**src/rtl/keccak_padder_if.sv**
```systemverilog
// Message-word input and padded-block output bundle for keccak_padder.
// The master side feeds words and acknowledges blocks; the slave side is the padder.
interface keccak_padder_if #(
  parameter int unsigned WORDS = 18
);
  logic [31:0]         in;
  logic                in_ready;
  logic                is_last;
  logic [1:0]          byte_num;
  logic                buffer_full;
  logic [32*WORDS-1:0] out;
  logic                out_ready;
  logic                f_ack;

  modport master (
    output in, in_ready, is_last, byte_num, f_ack,
    input  buffer_full, out, out_ready
  );

  modport slave (
    input  in, in_ready, is_last, byte_num, f_ack,
    output buffer_full, out, out_ready
  );
endinterface

```
**src/rtl/keccak_padder.sv**
```systemverilog
// Keccak multi-rate padder: packs 32-bit words into 576-bit blocks and applies pad10*1.
// Define KECCAK_PADDER_SHA3_DOMAIN_EN to use the SHA3 domain byte 0x06 instead of 0x01.
module keccak_padder #(
  parameter int unsigned WORDS = 18
) (
  input logic           clk,
  input logic           reset,
  keccak_padder_if.slave bus
);
  localparam int unsigned W = 32 * WORDS;
  localparam logic [4:0] LastIdx = 5'(WORDS - 1);
`ifdef KECCAK_PADDER_SHA3_DOMAIN_EN
  localparam logic [7:0] PadByte = 8'h06;
`else
  localparam logic [7:0] PadByte = 8'h01;
`endif

  typedef enum logic [1:0] {StAccum, StPad, StFull, StDone} state_e;

  state_e         state_q, state_d;
  logic [4:0]     cnt_q, cnt_d;
  logic [W-1:0]   out_q, out_d;
  logic           last_q, last_d;
  logic [31:0]    pad_word;

  // Final word: keep the valid bytes, then the domain byte, then zeros.
  always_comb begin
    pad_word = '0;
    for (int i = 0; i < 4; i++) begin
      if (2'(i) < bus.byte_num) begin
        pad_word[31-8*i -: 8] = bus.in[31-8*i -: 8];
      end else if (2'(i) == bus.byte_num) begin
        pad_word[31-8*i -: 8] = PadByte;
      end
    end
    if (cnt_q == LastIdx) begin
      pad_word[7:0] = pad_word[7:0] | 8'h80;
    end
  end

  always_comb begin
    state_d = state_q;
    cnt_d   = cnt_q;
    out_d   = out_q;
    last_d  = last_q;
    unique case (state_q)
      StAccum: begin
        if (bus.in_ready) begin
          out_d = {out_q[W-33:0], (bus.is_last ? pad_word : bus.in)};
          cnt_d = cnt_q + 5'd1;
          if (bus.is_last) begin
            last_d  = 1'b1;
            state_d = (cnt_q == LastIdx) ? StFull : StPad;
          end else if (cnt_q == LastIdx) begin
            state_d = StFull;
          end
        end
      end
      StPad: begin
        out_d = {out_q[W-33:0], ((cnt_q == LastIdx) ? 32'h0000_0080 : 32'h0)};
        cnt_d = cnt_q + 5'd1;
        if (cnt_q == LastIdx) begin
          state_d = StFull;
        end
      end
      StFull: begin
        if (bus.f_ack) begin
          cnt_d   = '0;
          state_d = last_q ? StDone : StAccum;
        end
      end
      StDone: begin
      end
      default: state_d = StAccum;
    endcase
  end

  always_ff @(posedge clk) begin
    if (reset) begin
      state_q <= StAccum;
      cnt_q   <= '0;
      out_q   <= '0;
      last_q  <= 1'b0;
    end else begin
      state_q <= state_d;
      cnt_q   <= cnt_d;
      out_q   <= out_d;
      last_q  <= last_d;
    end
  end

  assign bus.buffer_full = (state_q != StAccum);
  assign bus.out_ready   = (state_q == StFull);
  assign bus.out         = out_q;
endmodule

```
**src/flat_wrapper.sv**
```systemverilog
// flat-port wrapper written by rule: the top's interface ports become plain ports
module keccak_padder_flat 
#(
  parameter int unsigned WORDS = 18
)
  (clk, reset, bus_in, bus_in_ready, bus_is_last, bus_byte_num, bus_f_ack, bus_buffer_full, bus_out, bus_out_ready);
  keccak_padder_if #(.WORDS(WORDS)) bus_i ();
  input logic clk;
  input logic reset;
  input wire logic [$bits(bus_i.in)-1:0] bus_in;
  input wire logic [$bits(bus_i.in_ready)-1:0] bus_in_ready;
  input wire logic [$bits(bus_i.is_last)-1:0] bus_is_last;
  input wire logic [$bits(bus_i.byte_num)-1:0] bus_byte_num;
  input wire logic [$bits(bus_i.f_ack)-1:0] bus_f_ack;
  output wire logic [$bits(bus_i.buffer_full)-1:0] bus_buffer_full;
  output wire logic [$bits(bus_i.out)-1:0] bus_out;
  output wire logic [$bits(bus_i.out_ready)-1:0] bus_out_ready;
  assign bus_i.in = bus_in;
  assign bus_i.in_ready = bus_in_ready;
  assign bus_i.is_last = bus_is_last;
  assign bus_i.byte_num = bus_byte_num;
  assign bus_i.f_ack = bus_f_ack;
  assign bus_buffer_full = bus_i.buffer_full;
  assign bus_out = bus_i.out;
  assign bus_out_ready = bus_i.out_ready;
  keccak_padder #(.WORDS(WORDS)) u_core (.clk(clk), .reset(reset), .bus(bus_i));
endmodule
```
**config.mk**
```make
export PLATFORM = sky130hd
export DESIGN_NAME = keccak_padder_flat
export DESIGN_NICKNAME = d
export VERILOG_FILES = /design/src/rtl/keccak_padder_if.sv /design/src/rtl/keccak_padder.sv /design/src/flat_wrapper.sv
export SDC_FILE = /design/constraint.sdc
export NUM_CORES = 1
export LEC_CHECK = 0
export BUFFER_PORTS_ARGS = -buffer_cell sky130_fd_sc_hd__buf_2
export CORE_AREA = 3 3 237 239
export DETAILED_ROUTE_END_ITERATION = 7
export DIE_AREA = 0 0 240 242
export PLACE_DENSITY = 0.7
export REMOVE_ABC_BUFFERS = 1
export SYNTH_ARGS = -nofsm -noshare
export SYNTH_HDL_FRONTEND = slang
export SYNTH_SLANG_ARGS = --single-unit
```
**constraint.sdc**
```tcl
create_clock -name clk -period 1.65 [get_ports clk]
set_input_delay 0.33 -clock clk [delete_from_list [all_inputs] [get_ports clk]]
set_output_delay 0.33 -clock clk [all_outputs]
set_load 0.02 [all_outputs]
```
==> flow_summary.yaml <==
synth:
  synth_seq_area_share_pct: 47.7
  synth.distinct_cells: 44
  ys_ff_latch: 584
  postSynthAreaPerCell_um2: 7.96
  synth-edff-count: 0
  yosysWarnings: 0
  synthArstFlopShare_pct: 0
  syn_inst: 3075
  mappedNetlistArea_um2: 24500
  synthFlopType: "dfxtp_1"
die:
  start_util_pct: 45.3
  dieHeight_um: 242
  fp-row-count: 85
  io_pins: 617
  die_w_um: 240
  die-area_um2: 58100
  core-area_um2: 54000
grt:
  grt_max_degree: 77
  grt_usage_pct: 21.1
  grt_pass1_vias: 17300
  grt-ovfl-total: 0
  antenna_found_initial: 1
  grt_pass1_wl_mm: 100
clock_tree:
  cts_root_buf: "clkbuf_16"
  h-tree-depth: 2
  cts_buffers: 59
  clk_pin_slew_ns: 0.07
  clockBufferDepth: 3
  cts_tree: "built"
  clock_sinks: 584
  clk_latency_ns: 0.61
pwr:
  p_per_area_nw_per_um2: 1120
  p_leak_nw: 11.4
  ir_worst_vdd_mv: 1.17
drt:
  dr_total_vias: 19600
  firstDrtPassIters: 8
  ant_nets: 0
  routed_wl_mm: 69.3
  drc: 0
  avgRoutedWirePerCell_um: 17.7
  routed_via_density: 5.01
  drtIter0Drc: 1335
timing:
  rsz0062_at_grt: "true"
  holdWs_ns: 0.0997
  finalSetupTns_ns: -77.46
  timing.fmax_mhz: 538
  period_minus_slack_ns: 1.86
  maxSlewHeadroom_pct: 57.7
  tightestPinTransition_ns: 0.634
  slew_viol_final: 0
  fin_crit_sh_pct: 113
  setup_violations: 577
  clock_skew_ns: 0.0168
  hold_violations: 0
  fin_ws_ns: -0.209
finish:
  final_cells: 3914
  diodes: 0
  num-nets-final: 3215
  syn2layout_area_growth_pct: 13.5
  final_util_pct: 51.4
  layout-drive-gt1-share_pct: 28.2
placement:
  gp_congestion: 0.873
  dp_hpwl_mm: 44.7
  place_ws_ns: -0.255
  io_buffers: 616
  place_inst: 3736
critical_path:
  critPathCaptureType: "flip-flop"
  worstPathRequired_ns: 2.16
  critPathLaunch: "u_core.state_q[0]$_SDFFE_PP0P_"
  critical_path_class: "flip-flop to flip-flop"
  startpoint_type: "flip-flop"
  rr_startpoint: "u_core.state_q[0]$_SDFFE_PP0P_"
  crit_fanout: 9
  arrival_ns: 2.37
outcome:
  failed_checks: "setup timing"
  run_status: "finished with violations"
worst_hold_path:
  hold_path.startpoint: "bus_in[8]"
  hold_path.class: "primary input to flip-flop"
run:
  drv_cap: 0
-- worst paths after layout --
check | end | slack (ns) | cells past startpoint
worst min register to register | u_core.bus.out[544]$_SDFFE_PP0P_ | 0.45 | 2
worst max register to register | u_core.bus.out[405]$_SDFFE_PP0P_ | -0.21 | 9
worst max-delay path | u_core.bus.out[405]$_SDFFE_PP0P_ | -0.21 | 9
worst min-delay path | u_core.bus.out[8]$_SDFFE_PP0P_ | 0.1 | 3
-- registers in the layout (all words and copies together), names as in the netlist --
register        count
u_core.state_q      2
u_core.bus.out    576
u_core.cnt_q        5
u_core.last_q       1
-- area by class of cell --
class / instances / area [µm²]
clock inverter: 22 / 288
fill: 5058 / 26200
inverter: 9 / 38.8
tap: 696 / 871
clock buffer: 87 / 1690
sequential: 584 / 11700
multi-input combinational: 1748 / 7950
timing repair buffer: 768 / 5250
-- worst max-delay path: stages, from the launching register on --
cell	delay, ns
dfxtp_2	0.33
inv_2	0.08
ha_4	0.19
buf_12	0.11
mux2i_4	0.25
buf_12	0.20
clkbuf_16	0.23
buf_6	0.16
nand2_1	0.07
a21oi_1	0.15
-- cell usage after synthesis (all sizes together) (2+ instances only) --
cell | instances | share of area, %
a21oi | 556 | 11
a22o | 16 | 0.57
a31oi | 3 | 0.077
a32oi | 7 | 0.25
buf | 633 | 19
clkbuf | 103 | 1.6
dfxtp | 584 | 48
ha | 6 | 0.31
inv | 9 | 0.14
nand2 | 1097 | 17
nand2b | 6 | 0.15
nand3 | 6 | 0.12
nand4b | 2 | 0.072
nor2 | 12 | 0.19
nor2b | 3 | 0.077
o211ai | 2 | 0.061
o31ai | 3 | 0.092
o32ai | 2 | 0.072
or4 | 4 | 0.12
-- cells by family (layout without fill, tap and decap cells) --
group	count (synthesis)	after routing	share of synthesized area, %
and+or+nand+nor	1140	1140	17.9
buffers and inverters	745	886	21.2
AOI/OAI and AO/OA	598	598	12.8
DFF	584	584	47.7
adders and majority gates	6	6	0.307
muxes	2	4	0.102
-- placed cells by master (no fill, tap or decap), drive strengths merged, types with 3 or more instances in the layout --
| master | synthesis | layout |
|---|---|---|
| nor2b | 3 | 3 |
| inv | 9 | 14 |
| o31ai | 3 | 3 |
| a31oi | 3 | 3 |
| nor2 | 12 | 12 |
| a21oi | 556 | 556 |
| dfxtp | 584 | 584 |
| or4 | 4 | 4 |
| clkbuf | 103 | 102 |
| nand2b | 6 | 6 |
| buf | 633 | 722 |
| nand2 | 1097 | 1097 |
| ha | 6 | 6 |
| dlygate4sd3 | 0 | 31 |
| a32oi | 7 | 7 |
| clkinv | 0 | 9 |
| mux2 | 1 | 3 |
| a22o | 16 | 16 |
| nand3 | 6 | 6 |
| bufinv | 0 | 6 |
-- stage by stage --
step                instance area (µm²)  power [mW]
global placement                  24300        17.0
finish                            27800        31.2
detailed placement                24300        17.0
CTS                               26900        30.9
global route                      27800        32.3
floorplan                         19300        15.4
-- repair_timing --
action,CTS,global route
gates resized for setup,33,99
endpoints found under the setup margin,583,587
endpoints found under the hold margin,33,0
hold buffers,31,0
pin swaps,3,5
setup buffers,10,3
cloned,4,22
-- power by group --
part	internal [mW]	switching [mW]
clock	8.04	5.59
combinational	1.21	2.05
sequential	14.2	0.0991
-- metal layers --
| metal | track usage [%] | wire length [µm] |
|---|---|---|
| met1 | 27.2 | 29000 |
| met4 | 8.29 | 2530 |
| met5 | 0 | 7 |
| met2 | 35.2 | 33700 |
| met3 | 3.51 | 4060 |
(Power assumes the default switching activity.)
